--- src/rtl/cpu_loader_pkg.sv ---
// Shared definitions for the CPU program loader: FSM state codes, frame
// TARGET codes and word/byte widths.
package cpu_loader_pkg;

    localparam int unsigned WORD_W = 16;
    localparam int unsigned BYTE_W = 8;

    typedef logic [2:0] state_t;

    localparam state_t ST_SYNC    = 3'd0;
    localparam state_t ST_TARGET  = 3'd1;
    localparam state_t ST_ADDR    = 3'd2;
    localparam state_t ST_COUNT   = 3'd3;
    localparam state_t ST_DATA_HI = 3'd4;
    localparam state_t ST_DATA_LO = 3'd5;
    localparam state_t ST_CSUM    = 3'd6;
    localparam state_t ST_RUN     = 3'd7;

    localparam logic [BYTE_W-1:0] TGT_IROM = 8'h00;
    localparam logic [BYTE_W-1:0] TGT_DROM = 8'h01;
    localparam logic [BYTE_W-1:0] TGT_END  = 8'hFF;

endpackage

--- src/rtl/loader_image_bank.sv ---
// Register array holding one memory image for the CPU.
// Ports:
//   clk, rst  - clock, asynchronous active-high clear (all words -> 0)
//   we        - write strobe; writes wdata to word 'ptr' if ptr < DEPTH
//   ptr       - 8-bit word pointer
//   wdata     - 16-bit word to write
//   flat      - all words, word k at bits [16k+15:16k]
module loader_image_bank
    import cpu_loader_pkg::*;
#(
    parameter int unsigned DEPTH = 20
) (
    input  logic                      clk,
    input  logic                      rst,
    input  logic                      we,
    input  logic [BYTE_W-1:0]         ptr,
    input  logic [WORD_W-1:0]         wdata,
    output logic [WORD_W*DEPTH-1:0]   flat
);

    logic [WORD_W-1:0] mem [DEPTH];

    // Decoded write: out-of-range pointers match no entry and are ignored.
    always_ff @(posedge clk or posedge rst) begin
        if (rst) begin
            for (int unsigned i = 0; i < DEPTH; i++) begin
                mem[i] <= '0;
            end
        end else if (we) begin
            for (int unsigned i = 0; i < DEPTH; i++) begin
                if (ptr == BYTE_W'(i)) begin
                    mem[i] <= wdata;
                end
            end
        end
    end

    for (genvar g = 0; g < int'(DEPTH); g++) begin : g_flat
        assign flat[g*WORD_W +: WORD_W] = mem[g];
    end

endmodule

--- src/rtl/cpu_program_loader.sv ---
// Byte-stream program loader: parses framed writes into the CPU's
// instruction and data images and holds the CPU in reset until a clean
// END command is accepted.
// Ports:
//   clk, rst   - clock, asynchronous active-high reset
//   in_data    - stream byte; transfer when in_valid && in_ready
//   in_valid   - in_data valid this cycle
//   in_ready   - loader accepts a byte (low in RUN and during reset)
//   irom_flat  - instruction image, word k at [16k+15:16k]
//   drom_flat  - data image, word k at [16k+15:16k]
//   cpu_rst    - CPU reset, high until a clean END is accepted
//   load_err   - sticky error flag, cleared only by rst
//   load_done  - high once RUN is reached
module cpu_program_loader
    import cpu_loader_pkg::*;
#(
    parameter int unsigned      IMEM_DEPTH = 20,
    parameter int unsigned      DMEM_DEPTH = 20,
    parameter logic [7:0]       SYNC_BYTE  = 8'hA5
) (
    input  logic                           clk,
    input  logic                           rst,
    input  logic [BYTE_W-1:0]              in_data,
    input  logic                           in_valid,
    output logic                           in_ready,
    output logic [WORD_W*IMEM_DEPTH-1:0]   irom_flat,
    output logic [WORD_W*DMEM_DEPTH-1:0]   drom_flat,
    output logic                           cpu_rst,
    output logic                           load_err,
    output logic                           load_done
);

    state_t              state;
    state_t              state_nxt;
    logic [BYTE_W-1:0]   ptr;
    logic [BYTE_W-1:0]   cnt;
    logic [BYTE_W-1:0]   csum;
    logic [BYTE_W-1:0]   hi;
    logic                tgt_drom;
    logic                accept;
    logic                in_range;
    logic                wr_irom;
    logic                wr_drom;
    logic [WORD_W-1:0]   wdata;

    assign accept   = in_valid && in_ready;
    assign in_range = tgt_drom ? (ptr < BYTE_W'(DMEM_DEPTH))
                               : (ptr < BYTE_W'(IMEM_DEPTH));

    // State register
    always_ff @(posedge clk or posedge rst) begin
        if (rst) begin
            state <= ST_SYNC;
        end else begin
            state <= state_nxt;
        end
    end

    // Next-state logic; every transition requires an accepted byte
    always_comb begin
        state_nxt = state;
        if (accept) begin
            unique case (state)
                ST_SYNC: begin
                    if (in_data == SYNC_BYTE) state_nxt = ST_TARGET;
                end
                ST_TARGET: begin
                    if (in_data == TGT_IROM || in_data == TGT_DROM) begin
                        state_nxt = ST_ADDR;
                    end else if (in_data == TGT_END && !load_err) begin
                        state_nxt = ST_RUN;
                    end else begin
                        state_nxt = ST_SYNC;
                    end
                end
                ST_ADDR:    state_nxt = ST_COUNT;
                ST_COUNT:   state_nxt = (in_data == '0) ? ST_CSUM : ST_DATA_HI;
                ST_DATA_HI: state_nxt = ST_DATA_LO;
                ST_DATA_LO: state_nxt = (cnt == 8'd1) ? ST_CSUM : ST_DATA_HI;
                ST_CSUM:    state_nxt = ST_SYNC;
                ST_RUN:     state_nxt = ST_RUN;
                default:    state_nxt = ST_SYNC;
            endcase
        end
    end

    // Output decode: handshake and image write strobes
    always_comb begin
        in_ready = 1'b0;
        wr_irom  = 1'b0;
        wr_drom  = 1'b0;
        wdata    = {hi, in_data};
        if (!rst && state != ST_RUN) begin
            in_ready = 1'b1;
        end
        if (accept && state == ST_DATA_LO && in_range) begin
            wr_irom = !tgt_drom;
            wr_drom = tgt_drom;
        end
    end

    // Frame datapath: pointer, count, running XOR, flags
    always_ff @(posedge clk or posedge rst) begin
        if (rst) begin
            ptr       <= '0;
            cnt       <= '0;
            csum      <= '0;
            hi        <= '0;
            tgt_drom  <= 1'b0;
            load_err  <= 1'b0;
            cpu_rst   <= 1'b1;
            load_done <= 1'b0;
        end else if (accept) begin
            case (state)
                ST_TARGET: begin
                    if (in_data == TGT_IROM || in_data == TGT_DROM) begin
                        tgt_drom <= (in_data == TGT_DROM);
                    end else if (in_data == TGT_END) begin
                        // An END after any error only resynchronises.
                        if (!load_err) begin
                            cpu_rst   <= 1'b0;
                            load_done <= 1'b1;
                        end
                    end else begin
                        load_err <= 1'b1;
                    end
                end
                ST_ADDR:  ptr <= in_data;
                ST_COUNT: cnt <= in_data;
                ST_DATA_HI: begin
                    hi   <= in_data;
                    csum <= csum ^ in_data;
                end
                ST_DATA_LO: begin
                    csum <= csum ^ in_data;
                    if (!in_range) load_err <= 1'b1;
                    ptr <= ptr + 8'd1;
                    cnt <= cnt - 8'd1;
                end
                ST_CSUM: begin
                    if (in_data != csum) load_err <= 1'b1;
                    csum <= '0;
                end
                default: ;
            endcase
        end
    end

    loader_image_bank #(.DEPTH(IMEM_DEPTH)) u_irom (
        .clk   (clk),
        .rst   (rst),
        .we    (wr_irom),
        .ptr   (ptr),
        .wdata (wdata),
        .flat  (irom_flat)
    );

    loader_image_bank #(.DEPTH(DMEM_DEPTH)) u_drom (
        .clk   (clk),
        .rst   (rst),
        .we    (wr_drom),
        .ptr   (ptr),
        .wdata (wdata),
        .flat  (drom_flat)
    );

endmodule

--- config.mk ---
export PLATFORM = sky130hd
export DESIGN_NAME = cpu_program_loader
export DESIGN_NICKNAME = d
export VERILOG_FILES = /design/src/rtl/cpu_loader_pkg.sv /design/src/rtl/loader_image_bank.sv /design/src/rtl/cpu_program_loader.sv
export SDC_FILE = /design/constraint.sdc
export NUM_CORES = 1
export LEC_CHECK = 0
export CORE_ASPECT_RATIO = 0.8
export CORE_MARGIN = 2
export CORE_UTILIZATION = 30
export DETAILED_ROUTE_END_ITERATION = 10
export DONT_BUFFER_PORTS = 1
export SETUP_SLACK_MARGIN = 0.15
export SYNTH_ARGS = -nofsm -noshare
export SYNTH_HDL_FRONTEND = slang
export SYNTH_SLANG_ARGS = --single-unit
--- constraint.sdc ---
create_clock -name clk -period 23.4 [get_ports clk]
set_clock_uncertainty 0.2 [all_clocks]
set_input_delay 2.34 -clock clk [delete_from_list [all_inputs] [get_ports clk]]
set_output_delay 2.34 -clock clk [all_outputs]
set_load 0.05 [all_outputs]
---- Word level (Yosys, flattened, before mapping) ----
Cells that the tools add are included.
storage, ports and cells
  memories kept ........................... 0
  memory bits (writable) .................. 0
  bits in registers ....................... 679
  bits of input ports ..................... 11
  bits in latches ......................... 0
  ROM bits ................................ 0
operators by class
  divide/modulo/power cells ............... 0
  reduce and logical (&&, ||, !) cells .... 65
  multipliers ............................. 0
  shifts and indexed selects .............. 0
  bitwise logic cells ..................... 3
  add/sub/neg operators ................... 2
  eq/ne operators ......................... 37
  magnitude comparators ................... 1
  muxes and demuxes ....................... 17
operator list
  operator                                                               count
  2-bit AND reduction                                                    45
  8-bit by 4-bit == test with 1-bit output (second input constant)       8
  8-bit case mux with 2 select lines                                     3
  8-bit by 3-bit == test with 1-bit output (second input constant)       4
  8-bit by 5-bit == test with 1-bit output (second input constant)       4
  8-bit by 1-bit == test with 1-bit output (second input constant)       3
  3-bit case mux with 8 select lines                                     1
  8-bit by 2-bit == test with 1-bit output (second input constant)       2
  8-bit == test (second input constant)                                  2
  8-bit zero test                                                        2
  3-bit == test (second input constant)                                  4
  2-bit inequality test (second input constant)                          5
  3-bit two-way mux                                                      3
  8-bit by 1-bit adder with 8-bit output (second input constant)         1
  8-bit by 5-bit < comparator with 1-bit output (second input constant)  1
  8-bit inequality test                                                  1
  8-bit by 1-bit subtractor with 8-bit output (second input constant)    1
  8-bit bitwise XOR                                                      1
  1-bit two-way mux                                                      7
  3-bit by 2-bit == test with 1-bit output (second input constant)       2
  6-bit AND reduction                                                    1
  2-bit nonzero test                                                     3
  1-bit logical AND                                                      5
  5-bit AND reduction                                                    1
  other kinds (11)                                                       15

---- Longest topological paths before layout ----
  depth in word-level cells ............... 8
  depth in mapped cells ................... 9

---- Cells and area by module ----
Synthesis repeated with hierarchy kept, for this count alone.
unflattened totals
  cell total of the unflattened synthesis .. 1,719
  area total of the unflattened synthesis .. 26,832.0 µm²
modules (own cells, without submodules)
  module              cells each  area each (µm²)  instances
  loader_image_bank   733         12,285.5         2
  cpu_program_loader  253         2,260.9          1

---- Least setup slack after synthesis ----
OpenSTA, ideal clock, no wires.
  path kind ............................... input port to output port
  start point ............................. in rst
  end point ............................... out in_ready
  setup slack ............................. 17.714 ns
  path buffers ............................ 0
  cell stages on the path ................. 1
  required time ........................... 20.860 ns
  arrival ................................. 3.146 ns
  path through ............................ a31oi_1
between the ends
  longest elaborated chain between the ends .. 3
RTL lines
  what                       line                      text
  start, declared            cpu_program_loader.sv:22  input logic rst,
  1-bit zero test (no line)  n/a
  1-bit logical AND          cpu_program_loader.sv:93  if (!rst && state != ST_RUN) begin
  1-bit two-way mux          cpu_program_loader.sv:93
  end, declared              cpu_program_loader.sv:25  output logic in_ready,
No other way between the ends.

---- Worst setup path after layout ----
Ends and elaborated chain as after synthesis.

==> reports/metrics.yaml <==
outcome: "finished, final reports clean"
path_cells: "a31oi_2"
timing.rr.start: "state[0]"
hold_viol_final: 0
post_cts_buffers: 0
postLayoutCoreUtil_pct: 34.3
power_density_nw_per_um2: 88.6
worst_skew_pair.late_latency_ns: 0.61
synthFlopType: "dfrtp_1"
cts.sinks: 679
drt-vias-per-instance: 5.00
synth_seq_cells: 679
grt_pass1_vias: 15646
vias: 14666
ys_async_sr_fraction_pct: 100
drt.antenna.violating_nets: 0
gr-usage-all-layers_pct: 18.0
p_seq_share_pct: 47.9
synth_edf_count: 0
slew_headroom_pct: 16.8
dpl_worst_slack_ns: 17.48
drv_slew: 0
rsz0062_at_grt: "false"
cp_slowest_cell: "a31oi_2"
finalWeightedCongestion: 0.794
crit_required_ns: 20.86
port_buffers: 0
r2r_end: "u_irom.flat[9]"
drc: 0
die-width_um: 336
register_area_um2: 17000
synth.net_count: 1735
synth_common_cells: "dfrtp_1, mux2_2, clkbuf_1"
finalCritPeriodShare_pct: 23.2
max-clock-path-buffers: 3
yosysSeqAreaShare_pct: 64.2
r2r_slack_ns: 19.20
cts-htree-levels: 3
hp-class: "reg -> reg"
p_int_mw: 1.92
worst_slew_pin_slew_ns: 1.25
syn_area_um2: 26500
multiInputGateArea_um2: 8870
post-synth-top-count-cell: "dfrtp_1"
dp_hpwl_um: 53700
rows: 97
ir_drop_uv: 50.2
power_frac_clock_pct: 43.5
synth_area_leaders: "dfrtp_1, mux2_2, clkbuf_1"
cts.reportedPaths.clkPinSlew_ns: 0.06
pwr-share-comb_pct: 8.6
drv_cap: 0
routed_wl_um: 82700
area_growth_pct: 13.5
crit_fanout: 4
cp-endpoint: "in_ready"
start_util_pct: 30.2
antenna_found_initial: 2
dieArea_um2: 90600
synth_cell_types: 52
cp-startpoint: "rst"
fillers: 8329
end_kind: "primary output"
grt_max_degree: 145
crit_arrival_ns: 2.89
final_nets: 1703
leakagePower_nw: 14.8
cts_root_buf: "clkbuf_16"
path_buf_inv: 0
yosys_warnings: 0
min_period_ns: 5.43
cts_tree: "yes"
drtIter0Drc: 942
synth_area_per_cell_um2: 15.4
critPathLaunchType: "input port"
avgRoutedWirePerCell_um: 28.2
synth_top_area_share_pct: 64.1
path_delay_family: "compound AO/OA/AOI/OAI gates"
dr.pass1.iters: 7
crit_cells: 1
cpPeakStageDelay_ns: 0.55
grt_pass1_wl_um: 118000
fin_ws_ns: 17.97
setup_violations: 0
cts_resized: 0
overflow: 0
fmax_mhz: 184
p_total_mw: 2.66
path_class: "in -> out"
postSynthCellCount: 1718
r2r_cells: 4
io_pins: 655
power_switching_share_pct: 27.7
drive_gt1_share_pct: 48.6
design.core.area_um2: 87500
cts_made_buffers: 72
ctsHoldBuffers: 0
synth_area_leader_cell: "dfrtp_1"
die_h_um: 270
tns_ns: 0
switchingPower_uw: 737
-- routing by layer --
| layer | GRT usage, % | wire length [µm] | up-vias |
|---|---|---|---|
| met1 | 21.3 | 31700 | 7904 |
| met4 | 5.44 | 2170 | 0 |
| met3 | 7.16 | 8540 | 138 |
| met5 | 0 | 0 | - |
| li1 | - | - | 5951 |
| met2 | 30.0 | 40300 | 673 |
-- cell families (layout without fill, tap and decap cells) --
logic type	after synthesis	count (layout)	synth area share [%]
AND/OR/NAND/NOR	151	151	3.34
AO/OA/AOI/OAI	79	79	1.70
other	0	2	0
adder cells (fa/ha/maj)	6	6	0.284
flip-flops	679	679	64.2
XOR/XNOR	10	10	0.331
buffers and inverters	143	167	2.32
multiplexers	650	650	27.8
-- how the worst min path moves through the flow --
stage,from,endpoint,slack [ns],cells after the start
after floorplan,cnt[6],cnt[6],0.26,2
after global placement,cnt[6],cnt[6],0.28,2
after detailed placement,cnt[7],cnt[7],0.31,2
after CTS,csum[3],csum[3],0.33,1
after global routing,csum[6],csum[6],0.34,1
final,cnt[7],cnt[7],0.33,2
-- per-stage QoR --
stage	hold WS, ns	area, µm²	instances
2_1_floorplan	0.260	26500	1718
3_3_place_gp	0.278	27600	2800
3_5_place_dp	0.314	27600	2800
4_1_cts	0.326	30000	2930
5_1_grt	0.338	30000	2930
6_report	0.325	30000	2932
-- state kept, by name (all words and copies together), names as in the netlist --
| register | cells |
|---|---|
| tgt_drom | 1 |
| csum | 8 |
| u_irom.flat | 320 |
| hi | 8 |
| load_done | 1 |
| cpu_rst | 1 |
| u_drom.flat | 320 |
| load_err | 1 |
| ptr | 8 |
| cnt | 8 |
| state | 3 |
-- placed cells by master, fill, tap and decap left out, types with 3 or more instances in the layout --
cell type and instances:
and3_1 4, mux2_4 10, nand3_1 18, inv_1 6, nand4_1 8, buf_4 29, xnor2_1 9, dfrtp_2 8
clkinvlp_4 3, nor2_2 18, o21ai_0 41, nor4_1 3, nand3_2 3, clkinv_4 3, inv_6 7, nor2_4 7
dfrtp_1 670, mux2_2 640, clkbuf_16 73, bufinv_16 4, a21oi_1 17, nand2_1 46, nor3_1 7, or4_1 3
clkbuf_8 15, ha_1 6, clkbuf_1 12, clkinv_2 10, nor2_1 13, o22ai_1 4, nor2b_1 4
-- power groups by stage --
| stage | clock network, mW | logic [mW] | registers, mW |
|---|---|---|---|
| 2_1_floorplan | 0 | 0.158 | 1.25 |
| 3_3_place_gp | 0 | 0.227 | 1.29 |
| 3_5_place_dp | 0 | 0.232 | 1.30 |
| 4_1_cts | 1.19 | 0.232 | 1.28 |
| 5_1_grt | 1.24 | 0.252 | 1.28 |
| 6_report | 1.16 | 0.230 | 1.27 |
-- layout make-up --
cell class                 instances  share of cell area [%]
inverter                           8                   0.125
timing repair buffer              29                   0.725
tap                             1188                    4.95
clock buffer                     100                    6.92
sequential                       679                    56.6
multi-input combinational        896                    29.5
clock inverter                    30                    1.11
antenna                            2                  0.0167
Power figures use the tool's default switching activity.
